$ cat src/rtl/muldiv_pkg.sv
// Shared encodings for the HI/LO multiply/divide sequencer: opcodes, FSM states, op classifiers.
`default_nettype none

package muldiv_pkg;

  localparam logic [3:0] MD_MULT  = 4'd0;
  localparam logic [3:0] MD_MULTU = 4'd1;
  localparam logic [3:0] MD_DIV   = 4'd2;
  localparam logic [3:0] MD_DIVU  = 4'd3;
  localparam logic [3:0] MD_MADD  = 4'd4;
  localparam logic [3:0] MD_MADDU = 4'd5;
  localparam logic [3:0] MD_MSUB  = 4'd6;
  localparam logic [3:0] MD_MSUBU = 4'd7;
  localparam logic [3:0] MD_MTHI  = 4'd8;
  localparam logic [3:0] MD_MTLO  = 4'd9;

  localparam int DIV_STEPS = 32;

  typedef enum logic [1:0] {
    ST_IDLE   = 2'd0,
    ST_MUL    = 2'd1,
    ST_DIV    = 2'd2,
    ST_FINISH = 2'd3
  } md_state_t;

  function automatic logic is_signed_op(input logic [3:0] op);
    return (op == MD_MULT) || (op == MD_DIV) || (op == MD_MADD) || (op == MD_MSUB);
  endfunction

  function automatic logic is_mul_op(input logic [3:0] op);
    return (op == MD_MULT) || (op == MD_MULTU) || (op == MD_MADD) ||
           (op == MD_MADDU) || (op == MD_MSUB) || (op == MD_MSUBU);
  endfunction

  function automatic logic is_div_op(input logic [3:0] op);
    return (op == MD_DIV) || (op == MD_DIVU);
  endfunction

endpackage

`default_nettype wire

$ cat src/rtl/md_div_step.sv
// One combinational restoring-division iteration on a {remainder, quotient} shift pair.
`default_nettype none

module md_div_step (
  input  logic [31:0] rem_in,
  input  logic [31:0] quo_in,
  input  logic [31:0] divisor,
  output logic [31:0] rem_out,
  output logic [31:0] quo_out
);

  logic [32:0] shifted;
  logic [32:0] diff;
  logic        fits;

  // Remainder stays below the divisor, so the shifted value always fits in 33 bits.
  assign shifted = {rem_in, quo_in[31]};
  assign diff    = shifted - {1'b0, divisor};
  assign fits    = ~diff[32];
  assign rem_out = fits ? diff[31:0] : shifted[31:0];
  assign quo_out = {quo_in[30:0], fits};

endmodule

`default_nettype wire

$ cat src/rtl/muldiv_sequencer.sv
// Multi-cycle MIPS multiply/divide unit owning HI/LO, with busy/stall handshake for MFHI/MFLO.
`default_nettype none

module muldiv_sequencer
  import muldiv_pkg::*;
#(
  parameter int MUL_LAT = 3
) (
  input  logic        iCLK,
  input  logic        iRST,
  input  logic        iStart,
  input  logic [3:0]  iOp,
  input  logic [31:0] iA,
  input  logic [31:0] iB,
  input  logic        iFlush,
  input  logic        iRead,
  output logic        oBusy,
  output logic        oStall,
  output logic        oDone,
  output logic [31:0] oHI,
  output logic [31:0] oLO
);

  md_state_t   state, state_nxt;
  logic [5:0]  cnt;
  logic [3:0]  op_q;
  logic [31:0] a_mag, b_mag, a_raw;
  logic        neg_q, neg_r;
  logic [31:0] rem_q, quo_q, rem_nxt, quo_nxt;
  logic [31:0] hi_q, lo_q;
  logic        done_q;
  logic [63:0] mul_pipe [MUL_LAT];

  logic        start_ok;
  logic        a_neg, b_neg;
  logic [31:0] a_abs, b_abs;
  logic [63:0] prod, acc, fin;
  logic [31:0] quo_s, rem_s;

  assign start_ok = iStart & ~iFlush & (state == ST_IDLE);
  assign a_neg    = is_signed_op(iOp) & iA[31];
  assign b_neg    = is_signed_op(iOp) & iB[31];
  assign a_abs    = a_neg ? -iA : iA;
  assign b_abs    = b_neg ? -iB : iB;

  md_div_step u_div_step (
    .rem_in  (rem_q),
    .quo_in  (quo_q),
    .divisor (b_mag),
    .rem_out (rem_nxt),
    .quo_out (quo_nxt)
  );

  always_ff @(posedge iCLK) begin
    if (iRST) state <= ST_IDLE;
    else      state <= state_nxt;
  end

  always_comb begin
    state_nxt = state;
    case (state)
      ST_IDLE: begin
        if (start_ok && is_mul_op(iOp))      state_nxt = ST_MUL;
        else if (start_ok && is_div_op(iOp)) state_nxt = ST_DIV;
      end
      ST_MUL:    if (cnt == 6'd1) state_nxt = ST_FINISH;
      ST_DIV:    if (cnt == 6'd1) state_nxt = ST_FINISH;
      ST_FINISH: state_nxt = ST_IDLE;
      default:   state_nxt = ST_IDLE;
    endcase
    if (iFlush) state_nxt = ST_IDLE;
  end

  // Product of magnitudes; operands hold steady while in MUL, so the pipe tail is valid at FINISH.
  always_ff @(posedge iCLK) begin
    mul_pipe[0] <= {32'd0, a_mag} * {32'd0, b_mag};
    for (int i = 1; i < MUL_LAT; i++) mul_pipe[i] <= mul_pipe[i-1];
  end

  always_comb begin
    prod  = neg_q ? -mul_pipe[MUL_LAT-1] : mul_pipe[MUL_LAT-1];
    acc   = {hi_q, lo_q};
    quo_s = neg_q ? -quo_q : quo_q;
    rem_s = neg_r ? -rem_q : rem_q;
    fin   = prod;
    case (op_q)
      MD_MADD, MD_MADDU: fin = acc + prod;
      MD_MSUB, MD_MSUBU: fin = acc - prod;
      MD_DIV, MD_DIVU:   fin = (b_mag == 32'd0) ? {a_raw, 32'hFFFF_FFFF} : {rem_s, quo_s};
      default:           fin = prod;
    endcase
  end

  always_ff @(posedge iCLK) begin
    if (iRST) begin
      cnt    <= 6'd0;
      hi_q   <= 32'd0;
      lo_q   <= 32'd0;
      done_q <= 1'b0;
    end else begin
      done_q <= 1'b0;
      case (state)
        ST_IDLE: begin
          if (start_ok) begin
            op_q  <= iOp;
            a_mag <= a_abs;
            b_mag <= b_abs;
            a_raw <= iA;
            neg_q <= a_neg ^ b_neg;
            neg_r <= a_neg;
            rem_q <= 32'd0;
            quo_q <= a_abs;
            if (is_mul_op(iOp)) cnt <= 6'(MUL_LAT);
            if (is_div_op(iOp)) cnt <= 6'(DIV_STEPS);
            if (iOp == MD_MTHI) begin
              hi_q   <= iA;
              done_q <= 1'b1;
            end
            if (iOp == MD_MTLO) begin
              lo_q   <= iA;
              done_q <= 1'b1;
            end
          end
        end
        ST_MUL: cnt <= cnt - 6'd1;
        ST_DIV: begin
          rem_q <= rem_nxt;
          quo_q <= quo_nxt;
          cnt   <= cnt - 6'd1;
        end
        ST_FINISH: begin
          if (!iFlush) begin
            hi_q   <= fin[63:32];
            lo_q   <= fin[31:0];
            done_q <= 1'b1;
          end
        end
        default: cnt <= 6'd0;
      endcase
    end
  end

  assign oBusy  = (state != ST_IDLE);
  assign oStall = iRead & oBusy;
  assign oDone  = done_q;
  assign oHI    = hi_q;
  assign oLO    = lo_q;

endmodule

`default_nettype wire
$ cat config.mk
export PLATFORM = sky130hd
export DESIGN_NAME = muldiv_sequencer
export DESIGN_NICKNAME = d
export VERILOG_FILES = /design/src/rtl/muldiv_pkg.sv /design/src/rtl/md_div_step.sv /design/src/rtl/muldiv_sequencer.sv
export SDC_FILE = /design/constraint.sdc
export NUM_CORES = 2
export LEC_CHECK = 0
export CORE_UTILIZATION = 46
export DETAILED_ROUTE_END_ITERATION = 8
export PLACE_DENSITY = 0.65
export REMOVE_ABC_BUFFERS = 1
export SLEW_MARGIN = 15
export SYNTH_ARGS = -nofsm -noshare
export SYNTH_HDL_FRONTEND = slang
export SYNTH_SLANG_ARGS = --single-unit
$ cat constraint.sdc
create_clock -name iCLK -period 11.49 [get_ports iCLK]
set_input_delay 1.149 -clock iCLK [delete_from_list [all_inputs] [get_ports iCLK]]
set_output_delay 1.149 -clock iCLK [all_outputs]
set_load 0.05 [all_outputs]
; Yosys cells after proc, flatten, opt, wreduce, memory -nomap -nowiden
; Memory sizes are Yosys's and may differ from the RTL's.
; Index checks and enable logic that the tools add are counted.
[word_totals]
input_bits = 73
output_inout_bits = 67
ram_bits = 192
mem_count = 1
register_bits = 239
word_cells = 121
[classes]
reduce_logical = 29
mul = 1
bitwise_logic = 9
n_addsub = 9
n_mux = 33
eq_ne = 26
[mem_list]
columns = memory, words, width, read_ports, rd_ports_with_merged_regs, wr, line
row1 = mul_pipe, 3, 64, 3, 0, 3, muldiv_sequencer.sv:32  ; logic [63:0] mul_pipe [MUL_LAT];
[op_table]
columns = op, n
row1 = 2-to-1 mux 32 bit, 13
row2 = case mux 32 bit (2 select lines), 4
row3 = case mux 64 bit (3 select lines), 1
row4 = 2-to-1 mux 64 bit, 2
row5 = negation 32 bit, 4
row6 = adder 64 bit, 1
row7 = multiplier 32 x 32 -> 64 bit, 1
row8 = negation 64 bit, 1
row9 = subtractor 64 bit, 1
row10 = subtractor 33 x 32 -> 33 bit, 1
row11 = "equality test 4 x 3 -> 1 bit, second input constant", 8
row12 = logical NOT 32 bit, 1
row13 = 2-to-1 mux 6 bit, 3
row14 = "equality test 4 x 2 -> 1 bit, second input constant", 4
row15 = case mux 6 bit (2 select lines), 1
row16 = OR reduction 2 bit, 5
row17 = logical OR 1 bit, 9
row18 = AND reduction 3 bit, 3
row19 = "equality test 4 bit, second input constant", 2
row20 = AND reduction 4 bit, 2
row21 = nonzero test 2 bit, 4
row22 = "equality test 6 x 1 -> 1 bit, second input constant", 1
row23 = 2-to-1 mux 2 bit, 3
row24 = "!= test 2 x 1 -> 1 bit, second input constant", 3
row25 = 16 further kinds, 29

; Logic depth before layout (Yosys ltp)
[logic_depth]
depth_word = 10
depth_mapped = 30

; Hierarchy
; A second synthesis with hierarchy kept.
[unflattened]
cells_unflattened = 6489
hier_area_um2 = 59125.5
[modules_own_cells]
columns = mod, seq_area_each_um2, n_inst, cells_each, area_each_um2
row1 = muldiv_sequencer, 10229.8, 1, 6152, 56526.7
row2 = md_div_step, 0.0, 1, 337, 2598.7

; Worst setup path after synthesis
; Ideal clock, no wire load.
[synth_timing]
path_kind = input port to flip-flop
from = input iRST
to = register a_mag[0], enable pin
arrival_ps = 8378
path_slack_ps = 2431
n_path_buf = 2
path_stages = 3
required_time_ps = 10809
path_cell_list = clkbuf_1 -> clkbuf_1 -> nor3_1
[synth_between]
elab_chain_len = 2
[synth_lines]
columns = element, line
row1 = "start, declared", muldiv_sequencer.sv:10  ; input logic iRST,
row2 = NOT 1 bit (no source line), --
row3 = AND reduction 3 bit (no source line), --
row4 = "end signal, assigned", muldiv_sequencer.sv:106  ; a_mag <= a_abs;
row5 = "end, declared", muldiv_sequencer.sv:27  ; logic [31:0] a_mag, b_mag, a_raw;
; No other way between the ends.
; A chain may end at the register's enable or synchronous reset.

==> impl_metrics.csv <==
group,metric,value,unit
detailed_routing,ant_nets,0,
cts,clock_latency,0.68,ns
detailed_routing,first_pass_iters,6,
sta,final_hold_viol_count,0,
synth,ys_seq_area_frac,0.1744,
cts,cts_sinks,429,
layout,area_delta_synth_final,7.894,%
synth,yosysTopAreaCell,"fa_1",
sta,fin_crit,9.534,ns
global_route,grt.total_usage,0.2924,
detailed_routing,dr_wl_met3,15.26,mm
synth,yosysTopAreaCellShare,0.3066,
synth,async_flop_share,0,
setup_path,crit_top_cell,"fa_1",
detailed_routing,routedWlPerCell,23.11,um
setup_path,crit_fanout,18,
detailed_routing,highest-signal-layer,"met5",
sta,rsz0062_at_grt,"false",
synth,synth_area_leaders,"fa_1 (31%), dfxtp_1 (9.0%), edfxtp_1 (8.4%)",
setup_path,worstSetupEndpointType,"flop",
cts,cts_hold_buf,0,
detailed_routing,wl_met2,86.02,mm
die,die_y,359.1,um
synth,synthTopCellsByCount,"inv_1 (956), fa_1 (898), nand2_1 (651), and2_1 (630), ha_1 (369)",
place,port_buffers,139,
setup_path,cp_slowest_cell,"edfxtp_1",
synth,synth_cell_types,99,
cts,cts_tree,"done",
synth,syn_inst,6490,
status,status,"finished clean",
die,die_w,359.1,um
synth,ys_ff_latch,429,
cts,cts_buffers,49,
synth,netlist_area,58640,um^2
sta,clock_skew,0.06117,ns
sta,fmax,104.9,MHz
setup_path,cp-start-kind,"flop",
cts,cts_resized,0,
die,initial_utilization,0.4652,
global_route,overflow,0,
detailed_routing,wirelength,187.4,mm
sta,drv_slew,0,
layout,fin_nets,7756,
setup_path,worst_ep_arrival_time,10.05,ns
sta,finalSetupTns,0,ns
layout,drive_gt1_frac,0.04305,
setup_path,crit_type,"flop to flop",
job,maxCapViolations,0,
die,pin_count,140,
synth,syn_avg_cell_area,9.036,um^2
global_route,antenna_found_initial,11,
detailed_routing,vias,46710,
cts,cts_root_buffer,"clkbuf_16",
sta,relSlewSlack,0.2730,
detailed_routing,drc,0,
cts,cts_buffer_depth,3,
cts,cts_max_level,2,
place,place_congestion,0.9664,
sta,tightest_slew,1.090,ns
sta,period_share,0.8298,
cts,path_clk_slew,0.06,ns
min_path,hp-class,"flop to flop",
layout,antennaDiodeCount,0,
global_route,grt_pass1_vias,47940,
place,hpwl,145.1,mm
detailed_routing,initialDrtViolationCount,4374,
synth,synth-edff-count,164,
die,coreArea,126100,um^2
die,num_rows,130,
die,dieArea,128900,um^2
synth,yosysWarnings,0,
global_route,grt_pass1_wl,289.8,mm
cts,cts_setup_buffers,0,
synth,ys.flop_type,"dfxtp_1",
sta,setup_viol,0,
detailed_routing,vias_per_cell,5.761,
global_route,grt_max_degree,70,
setup_path,critPathRequiredTime,12.01,ns
synth,yosysMostFrequentCell,"inv_1",
setup_path,max_stage_delay,0.93,ns
detailed_routing,wl_met1,78.50,mm
-- final cells by class --
cell class	count	area, um^2
Clock buffer	68	1505
Multi-Input combinational cell	4744	43490
Tap cell	1650	2064
Sequential cell	429	10230
Inverter	957	3592
Clock inverter	24	281.5
Timing Repair Buffer	235	2107
Fill cell	11780	62790
-- logic make-up after synthesis --
kind of cell | Yosys count | share of synthesized area
compound gates | 1038 | 0.1142
xor+xnor | 374 | 0.05650
fa+ha+maj | 1267 | 0.3853
buf+inv | 1317 | 0.08477
flops | 429 | 0.1744
mux | 41 | 0.007638
simple gates | 2024 | 0.1772
-- critical path, delay by kind of cell, from the launching register on --
family | cells | cell delay (ns)
xor gates and xnor gates | 1 | 0.13
DFF | 1 | 0.93
AOI/OAI and AO/OA | 5 | 1.70
buffers and inverters | 4 | 0.55
and+or+nand+nor | 6 | 1.58
adders and majority gates | 9 | 4.49
-- sequential cells by signal, summed over array words and instances (netlist names) --
signal	flops
oLO	32
oDone	1
rem_q	32
b_mag	32
state	2
cnt	6
a_mag	32
a_raw	31
neg_r	1
neg_q	1
oHI	32
mul_pipe	192
quo_q	32
op_q	3
-- final timing paths --
| path | start | slack [ns] | end | cells past startpoint |
|---|---|---|---|---|
| max | a_mag[10] | 1.96 | mul_pipe[0][60] | 25 |
| min | mul_pipe[0][46] | 0.30 | mul_pipe[0][110] | 0 |
| max reg2reg | a_mag[10] | 1.96 | mul_pipe[0][60] | 25 |
| min reg2reg | mul_pipe[0][46] | 0.30 | mul_pipe[0][110] | 0 |
-- cells in the final DEF, fill, tap and decap left out, types with 71 or more instances in the layout --
cell,count
o21ai_0,243
fa_1,898
a21oi_1,307
nor2_1,263
nand3_1,71
xnor2_1,184
ha_1,367
edfxtp_1,164
nand2_1,651
dfxtp_1,265
xor2_1,186
buf_4,96
nor3_1,93
and2_1,630
inv_1,956
clkdlybuf4s50_1,138
-- routing by layer --
layer | track usage | up-vias
met1 | 0.3969 | 23460
met3 | 0.04365 | 385
met5 | 0 | -
li1 | - | 20810
met2 | 0.4737 | 2038
met4 | 0.1067 | 10
-- through the flow --
| step | setup WS (ns) | utilization | area, um^2 | hold slack, ns | cells |
|---|---|---|---|---|---|
| after floorplan | 2.736 | - | 57260 | 0.3096 | 6130 |
| after global placement | 2.125 | 0.4878 | 61490 | 0.3103 | 8015 |
| after detailed placement | 2.174 | 0.4878 | 61490 | 0.3121 | 8015 |
| after CTS | 2.120 | 0.5019 | 63270 | 0.2878 | 8107 |
| after global routing | 1.686 | 0.5019 | 63270 | 0.3148 | 8107 |
| final | 1.956 | 0.5019 | 63270 | 0.2960 | 8107 |
Power is not shown: default switching activity piles up to over one toggle a cycle in this logic, so the estimate is an artifact.
